--- config.mk ---
export PLATFORM = sky130hd
export DESIGN_NAME = seg_scan_n
export DESIGN_NICKNAME = d
export VERILOG_FILES = /design/src/rtl/seg_scan_n.sv
export SDC_FILE = /design/constraint.sdc
export NUM_CORES = 1
export LEC_CHECK = 0
export BUFFER_PORTS_ARGS = -buffer_cell sky130_fd_sc_hd__buf_4
export CELL_PAD_IN_SITES_DETAIL_PLACEMENT = 0
export CELL_PAD_IN_SITES_GLOBAL_PLACEMENT = 1
export CORE_MARGIN = 4
export CORE_UTILIZATION = 30
export DETAILED_ROUTE_END_ITERATION = 8
export PLACE_DENSITY_LB_ADDON = 0.1
export RECOVER_POWER = 100
export SYNTH_ARGS = -nofsm -noshare
export SYNTH_HDL_FRONTEND = slang
export SYNTH_SLANG_ARGS = --single-unit
--- constraint.sdc ---
create_clock -name clk -period 4.65 [get_ports clk]
set_input_delay 0.93 -clock clk [delete_from_list [all_inputs] [get_ports clk]]
set_output_delay 0.93 -clock clk [all_outputs]
set_load 0.02 [all_outputs]
--- src/rtl/seg_scan_n.sv ---
// seg_scan_n: multiplexed hex seven-segment scanner with shadowed (tear-free) display data.
//
// Ports
//   clk        sole clock, rising edge
//   rst        synchronous active-low reset
//   en         scan enable; when low the scan freezes and all segments are dark
//   data       DIGITS hex nibbles, digit 0 in the least significant nibble
//   dp         per-digit decimal-point request
//   blank      per-digit force-dark request
//   lz_en      leading-zero suppression enable
//   upd        request to capture data/dp/blank/lz_en into the shadow registers
//   seg        registered segment drive, bit 7 = dp, bits 6..0 = g..a
//   del        registered binary index of the lit digit
//   upd_ack    one-cycle pulse when the shadow capture happens
//   frame_done one-cycle pulse when del wraps back to 0
module seg_scan_n #(
  parameter int unsigned DIGITS         = 8,
  parameter int unsigned DIV            = 1000,
  parameter bit          SEG_ACTIVE_LOW = 1'b1,
  localparam int unsigned SEL_W         = (DIGITS > 1) ? $clog2(DIGITS) : 1
) (
  input  logic                clk,
  input  logic                rst,
  input  logic                en,
  input  logic [4*DIGITS-1:0] data,
  input  logic [DIGITS-1:0]   dp,
  input  logic [DIGITS-1:0]   blank,
  input  logic                lz_en,
  input  logic                upd,
  output logic [7:0]          seg,
  output logic [SEL_W-1:0]    del,
  output logic                upd_ack,
  output logic                frame_done
);

  localparam int unsigned CNT_W   = (DIV > 1) ? $clog2(DIV) : 1;
  localparam logic [7:0]  SEG_OFF = SEG_ACTIVE_LOW ? 8'hFF : 8'h00;

  // Active-high g..a pattern for one hex nibble.
  function automatic logic [6:0] hex7(input logic [3:0] nib);
    logic [6:0] s;
    unique case (nib)
      4'h0: s = 7'h3F;
      4'h1: s = 7'h06;
      4'h2: s = 7'h5B;
      4'h3: s = 7'h4F;
      4'h4: s = 7'h66;
      4'h5: s = 7'h6D;
      4'h6: s = 7'h7D;
      4'h7: s = 7'h07;
      4'h8: s = 7'h7F;
      4'h9: s = 7'h6F;
      4'hA: s = 7'h77;
      4'hB: s = 7'h7C;
      4'hC: s = 7'h39;
      4'hD: s = 7'h5E;
      4'hE: s = 7'h79;
      4'hF: s = 7'h71;
      default: s = 7'h00;
    endcase
    return s;
  endfunction

  logic [CNT_W-1:0]    cnt_q, cnt_d;
  logic [SEL_W-1:0]    del_q, del_d;
  logic                pend_q, pend_d;
  logic [4*DIGITS-1:0] sh_data_q, sh_data_d;
  logic [DIGITS-1:0]   sh_dp_q, sh_dp_d;
  logic [DIGITS-1:0]   sh_blank_q, sh_blank_d;
  logic                sh_lz_q, sh_lz_d;
  logic [7:0]          seg_q, seg_d;
  logic                ack_q, ack_d;
  logic                fd_q, fd_d;

  logic       tick, last, wrap, req, cap;
  logic       hi_zero, dig_dp, dig_blank, dig_sup;
  logic [3:0] dig_nib;
  logic [7:0] seg_on;

  always_comb begin
    tick = en && (cnt_q == CNT_W'(DIV - 1));
    last = (del_q == SEL_W'(DIGITS - 1));
    wrap = tick && last;
    // An upd arriving on the wrap tick itself is captured at that wrap.
    req  = pend_q | upd;
    cap  = req & (wrap | ~en);

    cnt_d = cnt_q;
    if (en) begin
      cnt_d = tick ? '0 : cnt_q + CNT_W'(1);
    end

    del_d = del_q;
    if (tick) begin
      del_d = last ? '0 : del_q + SEL_W'(1);
    end

    pend_d     = req & ~cap;
    sh_data_d  = cap ? data  : sh_data_q;
    sh_dp_d    = cap ? dp    : sh_dp_q;
    sh_blank_d = cap ? blank : sh_blank_q;
    sh_lz_d    = cap ? lz_en : sh_lz_q;

    // Decode the digit that will be lit next cycle from the next shadow state, so the first
    // digit after a capture already shows the new values. hi_zero walks down from the top
    // nibble to find the leading-zero run.
    hi_zero   = 1'b1;
    dig_nib   = 4'h0;
    dig_dp    = 1'b0;
    dig_blank = 1'b0;
    dig_sup   = 1'b0;
    for (int i = int'(DIGITS) - 1; i >= 0; i--) begin
      hi_zero = hi_zero & (sh_data_d[4*i +: 4] == 4'h0);
      if (del_d == SEL_W'(i)) begin
        dig_nib   = sh_data_d[4*i +: 4];
        dig_dp    = sh_dp_d[i];
        dig_blank = sh_blank_d[i];
        dig_sup   = hi_zero && (i != 0);
      end
    end

    if (dig_blank) begin
      seg_on = 8'h00;
    end else if (sh_lz_d && dig_sup) begin
      seg_on = {dig_dp, 7'h00};
    end else begin
      seg_on = {dig_dp, hex7(dig_nib)};
    end

    if (en) begin
      seg_d = SEG_ACTIVE_LOW ? ~seg_on : seg_on;
    end else begin
      seg_d = SEG_OFF;
    end

    ack_d = cap;
    fd_d  = wrap;
  end

  always_ff @(posedge clk) begin
    if (!rst) begin
      cnt_q      <= '0;
      del_q      <= '0;
      pend_q     <= 1'b0;
      sh_data_q  <= '0;
      sh_dp_q    <= '0;
      sh_blank_q <= '1;
      sh_lz_q    <= 1'b0;
      seg_q      <= SEG_OFF;
      ack_q      <= 1'b0;
      fd_q       <= 1'b0;
    end else begin
      cnt_q      <= cnt_d;
      del_q      <= del_d;
      pend_q     <= pend_d;
      sh_data_q  <= sh_data_d;
      sh_dp_q    <= sh_dp_d;
      sh_blank_q <= sh_blank_d;
      sh_lz_q    <= sh_lz_d;
      seg_q      <= seg_d;
      ack_q      <= ack_d;
      fd_q       <= fd_d;
    end
  end

  assign seg        = seg_q;
  assign del        = del_q;
  assign upd_ack    = ack_q;
  assign frame_done = fd_q;

endmodule

==> qor.yml, run 1 <==
outcome: "finished with violations"
violations: "capacitance limit, slew limit"
path_class: "reg2reg"
antenna_cells: 0
grt_overflow_total: 0
drtIter0Drc: 163
drv_cap: 1
route.met3.wl_um: 602
cts_max_level: 3
multi_input_area_um2: 2320
hold_class: "reg2reg"
area_growth_pct: 22.5
routed-wl-met2_um: 5380
peakVddDrop_uv: 136
final_common_cell: "dfxtp_1"
vias: 3442
endpoint_kind: "register"
critPathArrivalTime_ps: 4450
worstPathMaxFanout: 33
fp.dieW_um: 122
start_util_pct: 30.8
timing.fmax_ghz: 0.237
num-fill-cells: 1352
synthArstFlopShare_pct: 0
slew_violations: 62
wl_um: 11800
setup.worst_path.start_class: "register"
layout_common_cells: "dfxtp_1, buf_4, nand2_1, mux2i_1, nor2b_1"
max-clock-path-buffers: 2
postCtsHoldBufs: 0
critPathRequiredTime_ps: 4880
netlist_area_um2: 3910
ys_types: 62
power_density_nw_per_um2: 325
drtAntennaViolNets: 0
synth-edff-count: 0
max-slew-margin-rel_pct: -56.9
cts-buffers-inserted: 9
synth_ff_type: "dfxtp_1"
port-buffer-count: 65
avgSynthCellArea_um2: 9.11
num_rows: 41
cts_post_setup_buffers_inserted: 0
drive_gt1_share_pct: 18.1
drc: 0
io_pins: 66
finalHoldViolCount: 0
track_usage_pct: 16.4
grt_pass1_vias: 3424
fin_skew_ps: 9.08
regArea_um2: 1460
grt_pass1_wl_um: 18500
clk_latency_ps: 340
final_net_count: 557
drt-vias-per-instance: 5.14
cts_resized: 0
yosysWarnings: 0
cts_root_buffer: "clkbuf_16"
min_period_ps: 4220
first_pass_iters: 4
clock_sinks: 73
dieArea_um2: 14900
post-place-ws_ps: 461
dr.max_layer_used: "met4"
met1_length_um: 5590
hpwlAfterDp_um: 8900
core_region_area_um2: 12700
grt_max_degree: 62
cts_tree: "done"
wl_per_cell_um: 17.6
antenna_found_initial: 0
cts.clk_slew.worst_paths_ps: 60
worst_pin_slew_ps: 2350
setup_ws_ps: 425
setup_viol: 0
finalCritPeriodShare_pct: 90.9
cellLeakagePower_uw: 0.00200
synth.net_count: 491
place.gp.congestion: 0.815
synth-seq-cells: 73
die_h_um: 122
setup_tns_ps: 0
rsz0062_at_grt: "no"
seq_area_frac_synth_pct: 37.4
syn_inst: 429
power breakdown:
| part | switching [µW] | internal, µW |
|---|---|---|
| Sequential | 12.0 | 653 |
| Clock | 264 | 421 |
| Combinational | 109 | 94.7 |
| Total | 386 | 1170 |
kinds of logic (layout without fill, tap and decap cells):
| group | after synthesis | in the layout | share of synthesized area, % |
|---|---|---|---|
| AOI/OAI and AO/OA | 102 | 102 | 19.7 |
| adders and majority gates | 9 | 9 | 2.88 |
| DFF | 73 | 73 | 37.4 |
| buffers and inverters | 23 | 92 | 3.17 |
| and+or+nand+nor | 170 | 170 | 23.4 |
| muxes | 45 | 45 | 11.8 |
| xor gates and xnor gates | 7 | 7 | 1.57 |
layout make-up:
cell class | instances | area share, %
multi-input combinational | 333 | 48.4
clock inverter | 4 | 0.941
inverter | 6 | 0.470
sequential | 73 | 30.5
timing repair buffer | 72 | 10.2
clock buffer | 10 | 4.99
tap | 172 | 4.50
registers in the layout (all words and copies together) (netlist names), 3 cells and up:
signal	cells
sh_data_q	32
seg	8
sh_blank_q	8
cnt_q	10
del	3
sh_dp_q	8
metrics by stage:
step	util [%]	instance area [µm²]	hold WS, ps	std cells	power (µW)
floorplan	-	3910	437	429	807
global placement	36.0	4560	451	656	886
detailed placement	36.0	4560	464	656	885
CTS	38.2	4840	488	670	1580
global route	37.8	4790	521	670	1620
finish	37.8	4790	487	670	1550
critical path: stages, from the launching register on:
cell and delay [ps]:
dfxtp_1 400, ha_1 240, ha_1 240, and2_0 220, a31o_4 300, nand2_4 430
buf_4 380, mux2i_1 260, o21ai_0 100, o31a_1 290, a211oi_1 440, nand3_1 340
or3_1 430
cells in the mapped netlist, types with 3 or more instances:
library cell	number	area (µm²)
dfxtp_1	73	1460
nand2_1	41	154
mux2i_1	39	390
nor2b_1	34	213
nor2_1	22	82.6
nand3_1	21	105
a21boi_0	15	113
a21oi_1	15	75.1
o21ai_0	15	75.1
and2_1	12	75.1
nor4_1	12	75.1
and3_1	10	62.6
ha_1	9	113
clkbuf_1	8	30.0
o21a_1	7	52.6
a221o_1	5	50.1
a22oi_1	5	37.5
inv_1	5	18.8
o22ai_1	5	31.3
a22o_1	4	35.0
mux2_2	4	45.0
xor2_1	4	35.0
a31oi_1	3	18.8
buf_2	3	15.0
buf_4	3	22.5
buf_6	3	33.8
xnor2_1	3	26.3
metal layers:
metal  up-vias  global-route usage [%]
met5         -                       0
met4         0                    7.07
met3        16                    3.30
met2        91                    25.8
met1      1632                    22.0
li1       1703                       -
worst paths after layout:
kind / from / endpoint / slack (ps) / cells past startpoint
setup / recovery: del[0] / seg[5] / 430 / 12
hold reg to reg: sh_blank_q[0] / sh_blank_q[0] / 490 / 2
hold / removal: sh_blank_q[0] / sh_blank_q[0] / 490 / 2
setup reg to reg: del[0] / seg[5] / 430 / 12
Power figures use the tool's default switching activity.
==> run 2: changes to the inputs <==
--- a/config.mk
+++ b/config.mk
@@ -8,6 +8,7 @@
 export BUFFER_PORTS_ARGS = -buffer_cell sky130_fd_sc_hd__buf_4
 export CELL_PAD_IN_SITES_DETAIL_PLACEMENT = 0
 export CELL_PAD_IN_SITES_GLOBAL_PLACEMENT = 1
+export CORE_ASPECT_RATIO = 1.1
 export CORE_MARGIN = 4
 export CORE_UTILIZATION = 30
 export DETAILED_ROUTE_END_ITERATION = 8
==> constraint.sdc (replaced) <==
create_clock -name clk -period 3.85 [get_ports clk]
set_input_delay 0.77 -clock clk [delete_from_list [all_inputs] [get_ports clk]]
set_output_delay 0.77 -clock clk [all_outputs]
set_load 0.02 [all_outputs]
==> run 2 against run 1 <==
The run still ends with capacitance limit, slew limit left. Fmax up 17%. Via count up 1.4%. Flip-flop and latch count unchanged. Largest power group unchanged.
==> qor.yml, run 2 (synthesis results as in run 1) <==
outcome: "finished with violations"  # unchanged
violations: "capacitance limit, slew limit"  # unchanged
area_growth_pct: 27.0  # was 22.5%
antenna_cells: 0  # unchanged
power_frac_seq_pct: 41.9  # was 42.8%
io_pins: 66  # unchanged
setup.worst_path.start_class: "register"  # unchanged
combPwrFrac_pct: 13.5  # was 13.1%
drv_cap: 1  # unchanged
fp.dieW_um: 117  # was 122 µm
path_class: "reg2reg"  # unchanged
grt_pass1_vias: 3599  # was 3424
timing.rr.end: "seg[6]"  # was seg[5]
cts_resized: 0  # unchanged
cp-startpoint: "del[0]"  # unchanged
grt_max_degree: 61  # was 62
min_period_ps: 3600  # was 4220 ps
cts_max_level: 3  # unchanged
r2r_start: "del[0]"  # unchanged
regMostFlops: "sh_data_q"  # unchanged
layout_common_cells: "buf_4, dfxtp_1, nand2_1, mux2i_1, nor2b_1"  # was dfxtp_1, buf_4, nand2_1, mux2i_1, nor2b_1
use_met1_pct: 21.6  # was 22.0%
drc: 0  # unchanged
rsz0062_at_grt: "no"  # unchanged
stdcell_count: 678  # was 670
cellLeakagePower_uw: 0.00211  # was 0.00200 µW
power_density_nw_per_um2: 386  # was 325 nW/µm²
placed_cell_area_um2: 4720  # was 4560 µm²
slew_violations: 61  # was 62
largest_reg_flops: 32  # unchanged
final_common_cell: "buf_4"  # was dfxtp_1
cts_tree: "done"  # unchanged
worst_pin_slew_ps: 2270  # was 2350 ps
dp.cells: 663  # was 656
start_util_pct: 30.8  # about the same
cell_internal_pwr_uw: 1440  # was 1170 µW
critPathArrivalTime_ps: 3830  # was 4450 ps
swShare_pct: 24.6  # was 24.8%
place.gp.congestion: 0.820  # was 0.815
hpwlAfterDp_um: 9280  # was 8900 µm
endpoint_kind: "register"  # unchanged
wl_per_cell_um: 17.8  # was 17.6 µm
num-fill-cells: 1342  # was 1352
multi_input_area_um2: 2320  # about the same
r2r_slack_ps: 250  # was 430 ps
final_net_count: 579  # was 557
postCtsHoldBufs: 0  # unchanged
first_pass_iters: 4  # unchanged
vias: 3490  # was 3442
gr-usage-met3_pct: 4.15  # was 3.30%
drt-vias-per-instance: 5.15  # was 5.14
setup_tns_ps: 0  # unchanged
peakVddDrop_uv: 145  # was 136 µV
switchingPower_uw: 472  # was 386 µW
clock_sinks: 73  # unchanged
wl_um: 12100  # was 11800 µm
grt_pass1_wl_um: 18800  # was 18500 µm
drtIter0Drc: 216  # was 163
setup_viol: 0  # unchanged
final_area_um2: 4960  # was 4790 µm²
drtAntennaViolNets: 0  # unchanged
top_usage_layer: "met2"  # unchanged
finalCritPeriodShare_pct: 93.6  # was 90.9%
grt_overflow_total: 0  # unchanged
reg_top3: "sh_data_q (32), cnt_q (10)"  # unchanged
drive_gt1_share_pct: 21.5  # was 18.1%
timing.fmax_ghz: 0.278  # was 0.237 GHz
critPathRequiredTime_ps: 4080  # was 4880 ps
worst_r2r_path_depth: 13  # was 12
max-clock-path-buffers: 2  # unchanged
design_power_total_uw: 1920  # was 1550 µW
cts-buffers-inserted: 9  # unchanged
finalHoldViolCount: 0  # unchanged
num_rows: 43  # was 41
dieArea_um2: 14900  # about the same
regArea_um2: 1460  # unchanged
port-buffer-count: 65  # unchanged
antenna_found_initial: 0  # unchanged
worstPathMaxFanout: 21  # was 33
max-slew-margin-rel_pct: -51.4  # was -56.9%
cts.clk_slew.worst_paths_ps: 60  # about the same
core_region_area_um2: 12700  # about the same
met2_usage_pct: 26.7  # was 25.8%
timing.critical_path.to: "seg[6]"  # was seg[5]
clk_latency_ps: 340  # about the same
cts_post_setup_buffers_inserted: 0  # unchanged
holdWs_ps: 475  # was 487 ps
track_usage_pct: 16.6  # was 16.4%
cts_root_buffer: "clkbuf_16"  # unchanged
clkPwrFrac_pct: 44.6  # was 44.1%
die_h_um: 128  # was 122 µm
hold_class: "reg2reg"  # unchanged
fin_skew_ps: 7.64  # was 9.08 ps
==> run 2: through the flow <==
step / utilization (%) / setup WS (ps)
final: 39.1 / 247
after global routing: 39.1 / 13.3
after CTS: 39.5 / 235
after detailed placement: 37.2 / 190
after global placement: 37.2 / 189
after floorplan: - / 328
==> run 2: layout make-up <==
class                   count  share of cell area (%)
inverters                   6                   0.454
repair buffers             94                    13.3
well taps                 157                    3.96
clock inverters             3                   0.807
flip-flops and latches     73                    29.5
clock buffers              12                    5.17
multi-input cells         333                    46.8
==> run 2: critical path, stage by stage (launching register included) <==
cell,delay (ps)
dfxtp_1,330
ha_1,200
ha_1,230
and2_1,210
a31o_4,300
nand2_4,280
buf_12,200
mux2i_1,300
o22ai_1,130
nor4_1,250
nor2_1,170
ha_1,240
mux2_1,290
a221o_1,340
==> run 2: worst min path at each step <==
stage,startpoint,to,depth (start not counted)
after detailed placement,sh_blank_q[4],sh_blank_q[4],2
final,sh_blank_q[4],sh_blank_q[4],2
after global placement,sh_blank_q[4],sh_blank_q[4],2
after global routing,sh_blank_q[5],sh_blank_q[5],2
after CTS,sh_blank_q[4],sh_blank_q[4],2
after floorplan,sh_blank_q[2],sh_blank_q[2],2
==> run 2: routing by layer <==
metal,wire [µm],vias up,part of all wire [%]
li1,-,1751,-
met1,5600,1657,46
met2,5780,69,48
met3,522,13,4.3
met4,192,0,1.6
met5,0,-,0
==> run 2: power groups by stage <==
stage | registers [µW] | clock network [µW] | logic (µW)
floorplan | 820 | 0 | 155
global placement | 819 | 0 | 264
detailed placement | 820 | 0 | 265
CTS | 803 | 876 | 266
global route | 806 | 911 | 289
finish | 803 | 854 | 259
